### src/rtl/muldiv_seq_pkg.sv
// Shared op encoding and sequencer types for the iterative multiply/divide unit.
package muldiv_seq_pkg;

    localparam int MD_XLEN = 64;

    typedef enum logic [3:0] {
        ALU_ADD,
        ALU_SUB,
        ALU_AND,
        ALU_OR,
        ALU_XOR,
        ALU_SLL,
        ALU_SRL,
        ALU_SRA,
        ALU_SLT,
        ALU_SLTU,
        ALU_MUL,
        ALU_DIV,
        ALU_DIVU,
        ALU_REM,
        ALU_REMU
    } alu_ctr_t;

    typedef enum logic [1:0] {
        MD_IDLE,
        MD_CALC,
        MD_DONE
    } md_state_t;

    function automatic logic is_div_op(input alu_ctr_t op);
        return op inside {ALU_DIV, ALU_DIVU, ALU_REM, ALU_REMU};
    endfunction

endpackage

### src/rtl/muldiv_seq_if.sv
// Request/response bundle between the execute stage and the mul/div sequencer.
interface muldiv_seq_if
    import muldiv_seq_pkg::*;
#(
    parameter int XLEN = MD_XLEN
) ();

    logic            flush;
    logic            in_valid;
    logic            in_ready;
    alu_ctr_t        op;
    logic [XLEN-1:0] src_a;
    logic [XLEN-1:0] src_b;
    logic            out_valid;
    logic            out_ready;
    logic [XLEN-1:0] result;
    logic            busy;

    modport master (
        output flush, in_valid, op, src_a, src_b, out_ready,
        input  in_ready, out_valid, result, busy
    );

    modport slave (
        input  flush, in_valid, op, src_a, src_b, out_ready,
        output in_ready, out_valid, result, busy
    );

endinterface

### src/rtl/muldiv_iter.sv
// One combinational step: shift-add multiply or restoring-divide subtract.
module muldiv_iter #(
    parameter int XLEN = 64
) (
    input  logic            is_div,
    input  logic [XLEN:0]   acc,
    input  logic [XLEN-1:0] a,
    input  logic [XLEN-1:0] b,
    output logic [XLEN:0]   acc_nx,
    output logic [XLEN-1:0] a_nx,
    output logic [XLEN-1:0] b_nx
);

    logic [XLEN:0] shifted;
    logic [XLEN:0] diff;

    // Divide: a shifts dividend bits out the top and quotient bits in the bottom.
    always_comb begin
        shifted = {acc[XLEN-1:0], a[XLEN-1]};
        diff    = shifted - {1'b0, b};
        acc_nx  = acc;
        a_nx    = a;
        b_nx    = b;
        if (is_div) begin
            if (!diff[XLEN]) begin
                acc_nx = diff;
                a_nx   = {a[XLEN-2:0], 1'b1};
            end else begin
                acc_nx = shifted;
                a_nx   = {a[XLEN-2:0], 1'b0};
            end
        end else begin
            acc_nx = {1'b0, acc[XLEN-1:0] + (b[0] ? a : '0)};
            a_nx   = a << 1;
            b_nx   = b >> 1;
        end
    end

endmodule

### src/rtl/muldiv_seq.sv
// Iterative MUL/DIV/DIVU/REM/REMU sequencer with valid/ready result handshake.
module muldiv_seq
    import muldiv_seq_pkg::*;
#(
    parameter  int XLEN  = MD_XLEN,
    localparam int CNT_W = $clog2(XLEN) + 1
) (
    input logic         clk,
    input logic         reset,
    muldiv_seq_if.slave md
);

    md_state_t       state;
    logic [CNT_W-1:0] cnt;
    logic [XLEN:0]   acc;
    logic [XLEN-1:0] a_q;
    logic [XLEN-1:0] b_q;
    logic [XLEN-1:0] res_q;
    logic            div_q;
    logic            rem_q;
    logic            neg_q;
    logic            neg_r;

    logic [XLEN:0]   acc_nx;
    logic [XLEN-1:0] a_nx;
    logic [XLEN-1:0] b_nx;

    logic            is_div;
    logic            is_sgn;
    logic            is_rem;
    logic            a_neg;
    logic            b_neg;
    logic [XLEN-1:0] abs_a;
    logic [XLEN-1:0] abs_b;
    logic            div_zero;
    logic            ovf;
    logic [XLEN-1:0] spec_res;
    logic [XLEN-1:0] rem_v;
    logic [XLEN-1:0] fin_res;

    muldiv_iter #(.XLEN(XLEN)) u_iter (
        .is_div (div_q),
        .acc    (acc),
        .a      (a_q),
        .b      (b_q),
        .acc_nx (acc_nx),
        .a_nx   (a_nx),
        .b_nx   (b_nx)
    );

    always_comb begin
        is_div   = is_div_op(md.op);
        is_sgn   = md.op inside {ALU_DIV, ALU_REM};
        is_rem   = md.op inside {ALU_REM, ALU_REMU};
        a_neg    = is_sgn & md.src_a[XLEN-1];
        b_neg    = is_sgn & md.src_b[XLEN-1];
        abs_a    = a_neg ? -md.src_a : md.src_a;
        abs_b    = b_neg ? -md.src_b : md.src_b;
        div_zero = is_div && (md.src_b == '0);
        ovf      = is_sgn && (md.src_a == {1'b1, {(XLEN-1){1'b0}}})
                   && (md.src_b == '1);
        spec_res = div_zero ? (is_rem ? md.src_a : '1)
                            : (is_rem ? '0 : md.src_a);
    end

    // Sign fix uses this cycle's step output so DONE holds the final value.
    always_comb begin
        rem_v   = acc_nx[XLEN-1:0];
        fin_res = rem_v;
        unique case (1'b1)
            !div_q:  fin_res = rem_v;
            rem_q:   fin_res = neg_r ? -rem_v : rem_v;
            default: fin_res = neg_q ? -a_nx : a_nx;
        endcase
    end

    always_ff @(posedge clk) begin
        if (!reset) begin
            state <= MD_IDLE;
            cnt   <= '0;
            acc   <= '0;
            a_q   <= '0;
            b_q   <= '0;
            res_q <= '0;
            div_q <= 1'b0;
            rem_q <= 1'b0;
            neg_q <= 1'b0;
            neg_r <= 1'b0;
        end else if (md.flush) begin
            state <= MD_IDLE;
        end else begin
            unique case (state)
                MD_IDLE: begin
                    if (md.in_valid) begin
                        div_q <= is_div;
                        rem_q <= is_rem;
                        neg_q <= a_neg ^ b_neg;
                        neg_r <= a_neg;
                        cnt   <= '0;
                        acc   <= '0;
                        a_q   <= is_div ? abs_a : md.src_a;
                        b_q   <= is_div ? abs_b : md.src_b;
                        if (div_zero || ovf) begin
                            res_q <= spec_res;
                            state <= MD_DONE;
                        end else begin
                            state <= MD_CALC;
                        end
                    end
                end
                MD_CALC: begin
                    acc <= acc_nx;
                    a_q <= a_nx;
                    b_q <= b_nx;
                    cnt <= cnt + 1'b1;
                    if (cnt == CNT_W'(XLEN - 1)) begin
                        res_q <= fin_res;
                        state <= MD_DONE;
                    end
                end
                MD_DONE: begin
                    if (md.out_ready) state <= MD_IDLE;
                end
                default: state <= MD_IDLE;
            endcase
        end
    end

    assign md.in_ready  = (state == MD_IDLE);
    assign md.out_valid = (state == MD_DONE);
    assign md.busy      = (state != MD_IDLE);
    assign md.result    = res_q;

endmodule

### src/flat_wrapper.sv
// flat-port wrapper written by rule: the top's interface ports become plain ports
module muldiv_seq_flat import muldiv_seq_pkg::*;
#(
    parameter  int XLEN  = MD_XLEN,
    localparam int CNT_W = $clog2(XLEN) + 1
)
  (clk, reset, md_flush, md_in_valid, md_op, md_src_a, md_src_b, md_out_ready, md_in_ready, md_out_valid, md_result, md_busy);
  muldiv_seq_if #(.XLEN(XLEN)) md_i ();
  input logic clk;
  input logic reset;
  input wire logic [$bits(md_i.flush)-1:0] md_flush;
  input wire logic [$bits(md_i.in_valid)-1:0] md_in_valid;
  input wire logic [$bits(md_i.op)-1:0] md_op;
  input wire logic [$bits(md_i.src_a)-1:0] md_src_a;
  input wire logic [$bits(md_i.src_b)-1:0] md_src_b;
  input wire logic [$bits(md_i.out_ready)-1:0] md_out_ready;
  output wire logic [$bits(md_i.in_ready)-1:0] md_in_ready;
  output wire logic [$bits(md_i.out_valid)-1:0] md_out_valid;
  output wire logic [$bits(md_i.result)-1:0] md_result;
  output wire logic [$bits(md_i.busy)-1:0] md_busy;
  assign md_i.flush = md_flush;
  assign md_i.in_valid = md_in_valid;
  assign md_i.op = md_op;
  assign md_i.src_a = md_src_a;
  assign md_i.src_b = md_src_b;
  assign md_i.out_ready = md_out_ready;
  assign md_in_ready = md_i.in_ready;
  assign md_out_valid = md_i.out_valid;
  assign md_result = md_i.result;
  assign md_busy = md_i.busy;
  muldiv_seq #(.XLEN(XLEN)) u_core (.clk(clk), .reset(reset), .md(md_i));
endmodule
### config.mk
export PLATFORM = sky130hd
export DESIGN_NAME = muldiv_seq_flat
export DESIGN_NICKNAME = d
export VERILOG_FILES = /design/src/rtl/muldiv_seq_pkg.sv /design/src/rtl/muldiv_seq_if.sv /design/src/rtl/muldiv_iter.sv /design/src/rtl/muldiv_seq.sv /design/src/flat_wrapper.sv
export SDC_FILE = /design/constraint.sdc
export NUM_CORES = 2
export LEC_CHECK = 0
export CAP_MARGIN = 20
export CORE_AREA = 2 2 257 259
export CTS_CLUSTER_SIZE = 25
export DETAILED_ROUTE_END_ITERATION = 12
export DIE_AREA = 0 0 259 261
export GPL_ROUTABILITY_DRIVEN = 0
export PLACE_DENSITY = 0.68
export REMOVE_ABC_BUFFERS = 1
export SLEW_MARGIN = 20
export SYNTH_ARGS = -nofsm -noshare
export SYNTH_HDL_FRONTEND = slang
export SYNTH_SLANG_ARGS = --single-unit
### constraint.sdc
create_clock -name clk -period 7.5 [get_ports clk]
set_clock_uncertainty 0.1 [all_clocks]
set_input_delay 1.5 -clock clk [delete_from_list [all_inputs] [get_ports clk]]
set_output_delay 1.5 -clock clk [all_outputs]
set_load 0.01 [all_outputs]
==> impl_metrics.csv <==
group,metric,value,unit
outcome,status,"complete, no violations",
timing,tightestPinTransition,1078,ps
clocking,clock_path_buffers,3,
worst_setup_path,end_kind,"flop",
worst_setup_path,cp_data_arrival_time,7270,ps
drt,drt-total-wl,111.8,mm
clocking,cts_resized,0,
die,rows,94,
drt,first_pass_iters,6,
yosys,syn_area,28870,um^2
die,pin_count,204,
yosys,synth-main-ff-cell,"dfxtp_1",
placement,hpwl,84.91,mm
worst_setup_path,required,7830,ps
final_layout,final_layout_size_suffix_gt1_frac,0.04671,
worst_setup_path,cp_slowest_stage_delay,720,ps
job,drv_cap,0,
timing,rsz0062_at_grt,"no",
placement,dpl-instance-area,31430,um^2
worst_setup_path,cp_slowest_cell,"a211oi_4",
grt,grt_usage,0.3173,
yosys,avgSynthCellArea,7.011,um^2
power,leakagePower,12.37,nW
power,power.density,138.9,nW/um^2
grt,grt_pass1_wl,168.4,mm
worst_setup_path,crit_buf_inv,2,
worst_setup_path,cp_common_cell,"nand3_1",
timing,worst_slack,567.6,ps
worst_setup_path,critical_path_class,"flop to flop",
final_layout,final_nets,4405,
clocking,cts_tree,"done",
final_layout,design_area,32610,um^2
grt,antenna_found_initial,1,
min_path,whs_path_depth,2,
die,die_x,259,um
drt,drt_iter0_drc,3276,
die,die_y,261,um
die,start_util,0.4439,
yosys,yosysSeqAreaShare,0.1865,
grt,grt_overflow,0,
yosys,synthArstFlopShare,0,
yosys,synth_warnings,0,
worst_setup_path,crit_path_cell_trace,"inv_1, ha_1, fa_1, nand2b_1, a21oi_2, o21ai_1, o21ai_2, nand3_1, a21o_1, a211oi_4, buf_4, mux2_2, a211o_1, nor2_1, nand3_1, o41ai_1, xor2_1, a2111oi_0, o21ai_0",
power,peakVddDrop,0.1602,mV
die,coreArea,65040,um^2
yosys,syn_inst,4118,
yosys,synth_area_leaders,"dfxtp_1 (19%), a21oi_1 (7.1%), ha_1 (5.8%)",
drt,final_antenna_net_count,0,
grt,grt_pass1_vias,29650,
worst_setup_path,cp_max_fo,23,
final_layout,area_growth,12.93,%
yosys,synth.largest_area_cell,"dfxtp_1",
clocking,cts.clk_slew.worst_paths,60,ps
grt,grt_max_degree,160,
timing,hold_viol,0,
worst_setup_path,cp.depth,19,
clocking,hold_buffers,0,
clocking,numCtsBuffers,35,
yosys,yosysMostFrequentCell,"a21oi_1",
clocking,htreeDepth,2,
clocking,clock_latency,570,ps
timing,fmax,144.3,MHz
timing,relSlewSlack,0.2793,
worst_setup_path,startpoint_type,"flop",
min_path,min_path_type,"flop to flop",
drt,via_per_inst,6.383,
yosys,synth.distinct_cells,96,
timing,finalSetupViolations,0,
final_layout,nFillCells,6480,
timing,final_max_slew_viol_count,0,
drt,vias,32050,
timing,period_share,0.9243,
clocking,cts.sinks,269,
die,dieArea,67600,um^2
clocking,ctsRootBufferMaster,"clkbuf_16",
timing,post-route-min-period,6932,ps
drt,wl_per_cell,22.27,um
placement,portBuffers,203,
worst_setup_path,reg2reg_depth,19,
yosys,synth_edf_count,0,
yosys,synthTopCellsByCount,"a21oi_1 (409), nor2_1 (374), nand2_1 (361)",
worst_setup_path,crit_family,"compound AO/OA/AOI/OAI gates",
clocking,postCtsSetupBuffers,0,
drt,drc,0,
yosys,synthDominantCellAreaShare,0.1865,
yosys,synth-seq-cells,269,
placement,place_ws,736.1,ps
==> power by group <==
group / total [mW] / switching [mW] / leakage (nW) / internal (mW)
combinational: 1.23 / 0.779 / 9.62 / 0.450
clock: 1.76 / 0.705 / 0.564 / 1.05
sequential: 1.54 / 0.0675 / 2.19 / 1.48
==> final timing paths <==
| kind | to | from | slack, ps |
|---|---|---|---|
| worst max register to register | u_core.md.result[52]$_SDFFE_PN0P_ | u_core.a_q[63]$_SDFFE_PN0P_ | 570 |
| worst min-delay path | u_core.md.result[30]$_SDFFE_PN0P_ | u_core.md.result[30]$_SDFFE_PN0P_ | 350 |
| worst max-delay path | u_core.md.result[52]$_SDFFE_PN0P_ | u_core.a_q[63]$_SDFFE_PN0P_ | 570 |
| worst min register to register | u_core.md.result[30]$_SDFFE_PN0P_ | u_core.md.result[30]$_SDFFE_PN0P_ | 350 |
==> tightest hold or removal path: stages, from the launching register on <==
cell     delay (ps)
dfxtp_1         330
nand2_1          50
o31ai_1          50
==> metal layers <==
metal | vias to the layer above | track usage | wire length (um)
met5 | - | 0 | 13
met2 | 1531 | 0.5202 | 51040
met3 | 408 | 0.04607 | 8754
met4 | 2 | 0.2129 | 8283
met1 | 14890 | 0.3873 | 43720
li1 | 15220 | - | -
==> through the flow <==
step	setup TNS (ps)	total power, mW	hold slack, ps	utilization	std cells
finish	0	4.528	353.9	0.5013	5021
global route	0	4.711	382.8	0.5012	5017
CTS	0	4.506	357.8	0.5009	5016
detailed placement	0	2.760	344.6	0.4832	4958
global placement	0	2.750	341.6	0.4830	4958
floorplan	-522500	2.342	353.0	-	3832
==> flip-flops by register name (all words and copies together), names as in the netlist <==
name              flops
u_core.a_q           64
u_core.acc           64
u_core.b_q           64
u_core.cnt            7
u_core.div_q          1
u_core.md.result     64
u_core.neg_q          1
u_core.neg_r          1
u_core.rem_q          1
u_core.state          2
==> cell type report <==
class | count | area, um^2 | share of cell area
multi-input cells | 3449 | 22040 | 0.6759
repair buffers | 263 | 2505 | 0.07683
inverters | 114 | 427.9 | 0.01312
well taps | 864 | 1081 | 0.03316
clock inverters | 11 | 138.9 | 0.004260
flip-flops and latches | 269 | 5391 | 0.1654
diodes | 4 | 10.01 | 0.0003070
clock buffers | 47 | 1015 | 0.03112
==> kinds of logic (layout without fill, tap and decap cells) <==
kind of cell / after synthesis / after routing / share of synthesized area
mux: 34 / 34 / 0.01213
simple gates: 1519 / 1519 / 0.2659
compound gates: 1430 / 1430 / 0.3229
fa+ha+maj: 137 / 137 / 0.05981
buf+inv: 400 / 435 / 0.05296
other cells: 0 / 4 / 0
flops: 269 / 269 / 0.1865
xor+xnor: 329 / 329 / 0.09981
==> placed cells by master, fill, tap and decap left out, types with 38 or more instances in the layout <==
cell type | netlist | final
o21ai_0 | 295 | 294
nand2_1 | 361 | 361
dfxtp_1 | 269 | 266
nand4_1 | 79 | 79
a21oi_1 | 409 | 409
o31ai_1 | 52 | 52
nor2b_1 | 172 | 171
o211ai_1 | 52 | 52
and2_1 | 113 | 113
xor2_1 | 140 | 140
inv_1 | 113 | 112
or3_1 | 52 | 51
buf_4 | 3 | 59
nor2_1 | 374 | 371
nand3_1 | 71 | 71
clkbuf_16 | 0 | 38
a211oi_1 | 140 | 140
nor4_1 | 44 | 44
clkdlybuf4s50_1 | 0 | 202
nor3_1 | 88 | 87
ha_1 | 134 | 134
a21o_1 | 63 | 63
a22oi_1 | 42 | 42
xnor2_1 | 189 | 189
(Power assumes the default switching activity.)
==> edit (same flow settings) <==
The package constant `MD_XLEN` goes from 64 to 32.
--- a/src/rtl/muldiv_seq_pkg.sv
+++ b/src/rtl/muldiv_seq_pkg.sv
@@ -2,5 +2,5 @@
 package muldiv_seq_pkg;
 
-    localparam int MD_XLEN = 64;
+    localparam int MD_XLEN = 32;
 
     typedef enum logic [3:0] {
Ports: changed (resized md_result, md_src_a and md_src_b); port bits go from 204 to 108. No check against the original RTL was run, so the function may have changed too.
==> edit against the original RTL <==
Critical path depth fell by 1; sequential share of layout area grew 0.40 points; synthesized area shrank 51%; non-clock buffer count decreased by 132; cell count is 43% lower; setup slack better by 0.67 ns; sequential cell count down 129; power decreased by 46%; routed wire length is 51% lower; final area is 49% lower; critical endpoint is now u_core.md.result[22]$_SDFFE_PN0P_.
==> edit: results (changes against the original RTL) <==
| Metric | Value |
|---|---|
| Status | `finished clean` |
| Peak supply drop | `0.170 mV (+6.4%)` |
| # port buffers | `107 (-47%)` |
| Wire per inst | `19.0 um (-15%)` |
| Reg2reg start | `u_core.b_q[0]$_SDFFE_PN0P_` |
| Fillers | `7104 (+9.6%)` |
| Reg-to-Reg End | `u_core.md.result[22]$_SDFFE_PN0P_` |
| Final WL | `54.5 mm (-51%)` |
| XOR/XNOR Fraction of Synth Area | `10.1% (+0.14 points)` |
| Max clock buf depth | `2 (-1)` |
| Initial DRC count | `1371 (-58%)` |
| Antenna violations before repair | `3 (+2)` |
| Share of post-route cells with drive strength above 1 | `5.96% (+1.3 points)` |
| Post-synth top cells | `268 x nor2_1, 201 x a21oi_1, 162 x nand2_1` |
| Post-Syn Instances | `1974 (-52%)` |
| Slowest cell delay on critical path | `1.01 ns (+0.29 ns)` |
| Crit Path Max Fanout | `34 (+48%)` |
| Num CTS Buffers | `17 (-51%)` |
| Crit-path slowest cell | `dfxtp_1` |
| Synth top area cells | `dfxtp_1 20%, a21oi_1 7.1%, nor2_1 7.1%, ha_1 6.2%, xnor2_1 5.2%` |
| Multiplexer share of the synthesized area | `1.02% (-0.19 points)` |
| Internal power | `1.63 mW (-45%)` |
| CP Data Arrival Time | `6.50 ns (-0.77 ns)` |
| Clk Latency, worst-skew pair | `0.46 ns (-0.11 ns)` |
| GR Util All Layers | `15.8% (-16 points)` |
| DPL Wire Length | `41.7 mm (-51%)` |
| Adder-cell share of the synthesized area | `6.92% (+0.94 points)` |
| Dpl cells | `2830 (-43%)` |
| Global-route wire length before repair | `83.3 mm (-51%)` |
| Synth cell types | `98 (+2.1%)` |
| Largest net degree at the start of global routing | `83 (-48%)` |
[edit: how the worst max path moves through the flow]
stage / from / end / cells after the start
floorplan: md_src_b[0] / u_core.md.result[31]$_SDFFE_PN0P_ / 13
global placement: md_src_b[0] / u_core.md.result[29]$_SDFFE_PN0P_ / 16
detailed placement: u_core.b_q[0]$_SDFFE_PN0P_ / u_core.md.result[30]$_SDFFE_PN0P_ / 18
CTS: u_core.b_q[0]$_SDFFE_PN0P_ / u_core.md.result[30]$_SDFFE_PN0P_ / 18
global route: u_core.b_q[0]$_SDFFE_PN0P_ / u_core.md.result[22]$_SDFFE_PN0P_ / 18
finish: u_core.b_q[0]$_SDFFE_PN0P_ / u_core.md.result[22]$_SDFFE_PN0P_ / 18
[edit: cell type report]
cell class / count / area share, %
Clock buffer: 21 / 2.84
Timing Repair Buffer: 131 / 7.56
Inverter: 58 / 1.32
Multi-Input combinational cell: 1637 / 63.7
Tap cell: 864 / 6.53
Antenna cell: 1 / 0.0151
Sequential cell: 140 / 16.9
Clock inverter: 10 / 1.13
[edit: worst register-to-register path, cell delays in order, from the launching register on]
cell	delay (ns)
dfxtp_1	1.01
ha_1	0.32
fa_1	0.21
nand2b_1	0.16
a21oi_1	0.09
o21ai_2	0.30
a2111oi_4	0.18
o31ai_4	0.71
nand2_2	0.43
nand2_1	0.16
o21ai_0	0.13
mux2i_1	0.26
ha_1	0.25
inv_1	0.07
nand4bb_1	0.55
nor4_1	0.64
a21oi_1	0.18
mux2i_1	0.15
a221o_1	0.25
[edit: stage by stage]
stage / area, sq um / power (mW) / worst slack, ns / hold WS, ns
6_report: 16600 / 2.43 / 1.24 / 0.366
5_1_grt: 16500 / 2.52 / 0.796 / 0.406
4_1_cts: 16500 / 2.43 / 1.44 / 0.371
3_5_place_dp: 15900 / 1.46 / 1.45 / 0.357
3_3_place_gp: 15900 / 1.46 / 1.57 / 0.355
2_1_floorplan: 13500 / 1.23 / 2.12 / 0.370
[edit: power by group through the flow]
stage | sequential, mW | clock, mW | combinational (mW)
after floorplan | 0.821 | 0 | 0.412
after global placement | 0.833 | 0 | 0.624
after detailed placement | 0.834 | 0 | 0.627
after CTS | 0.817 | 0.979 | 0.631
after global routing | 0.821 | 1.00 | 0.697
final | 0.819 | 0.968 | 0.640
[edit: kinds of logic after synthesis]
family | Yosys count
AND/OR/NAND/NOR | 721
XOR/XNOR | 163
buffers and inverters | 197
flip-flops | 140
adder cells (fa/ha/maj) | 78
AO/OA/AOI/OAI | 661
multiplexers | 14
[edit: per-layer routing]
layer,part of all wire (%),track usage (%),vias up
li1,-,-,7308
met4,7.9,11.3,6
met1,38,17.4,7217
met5,0.051,0,-
met3,6.0,2.75,218
met2,48,27.5,659
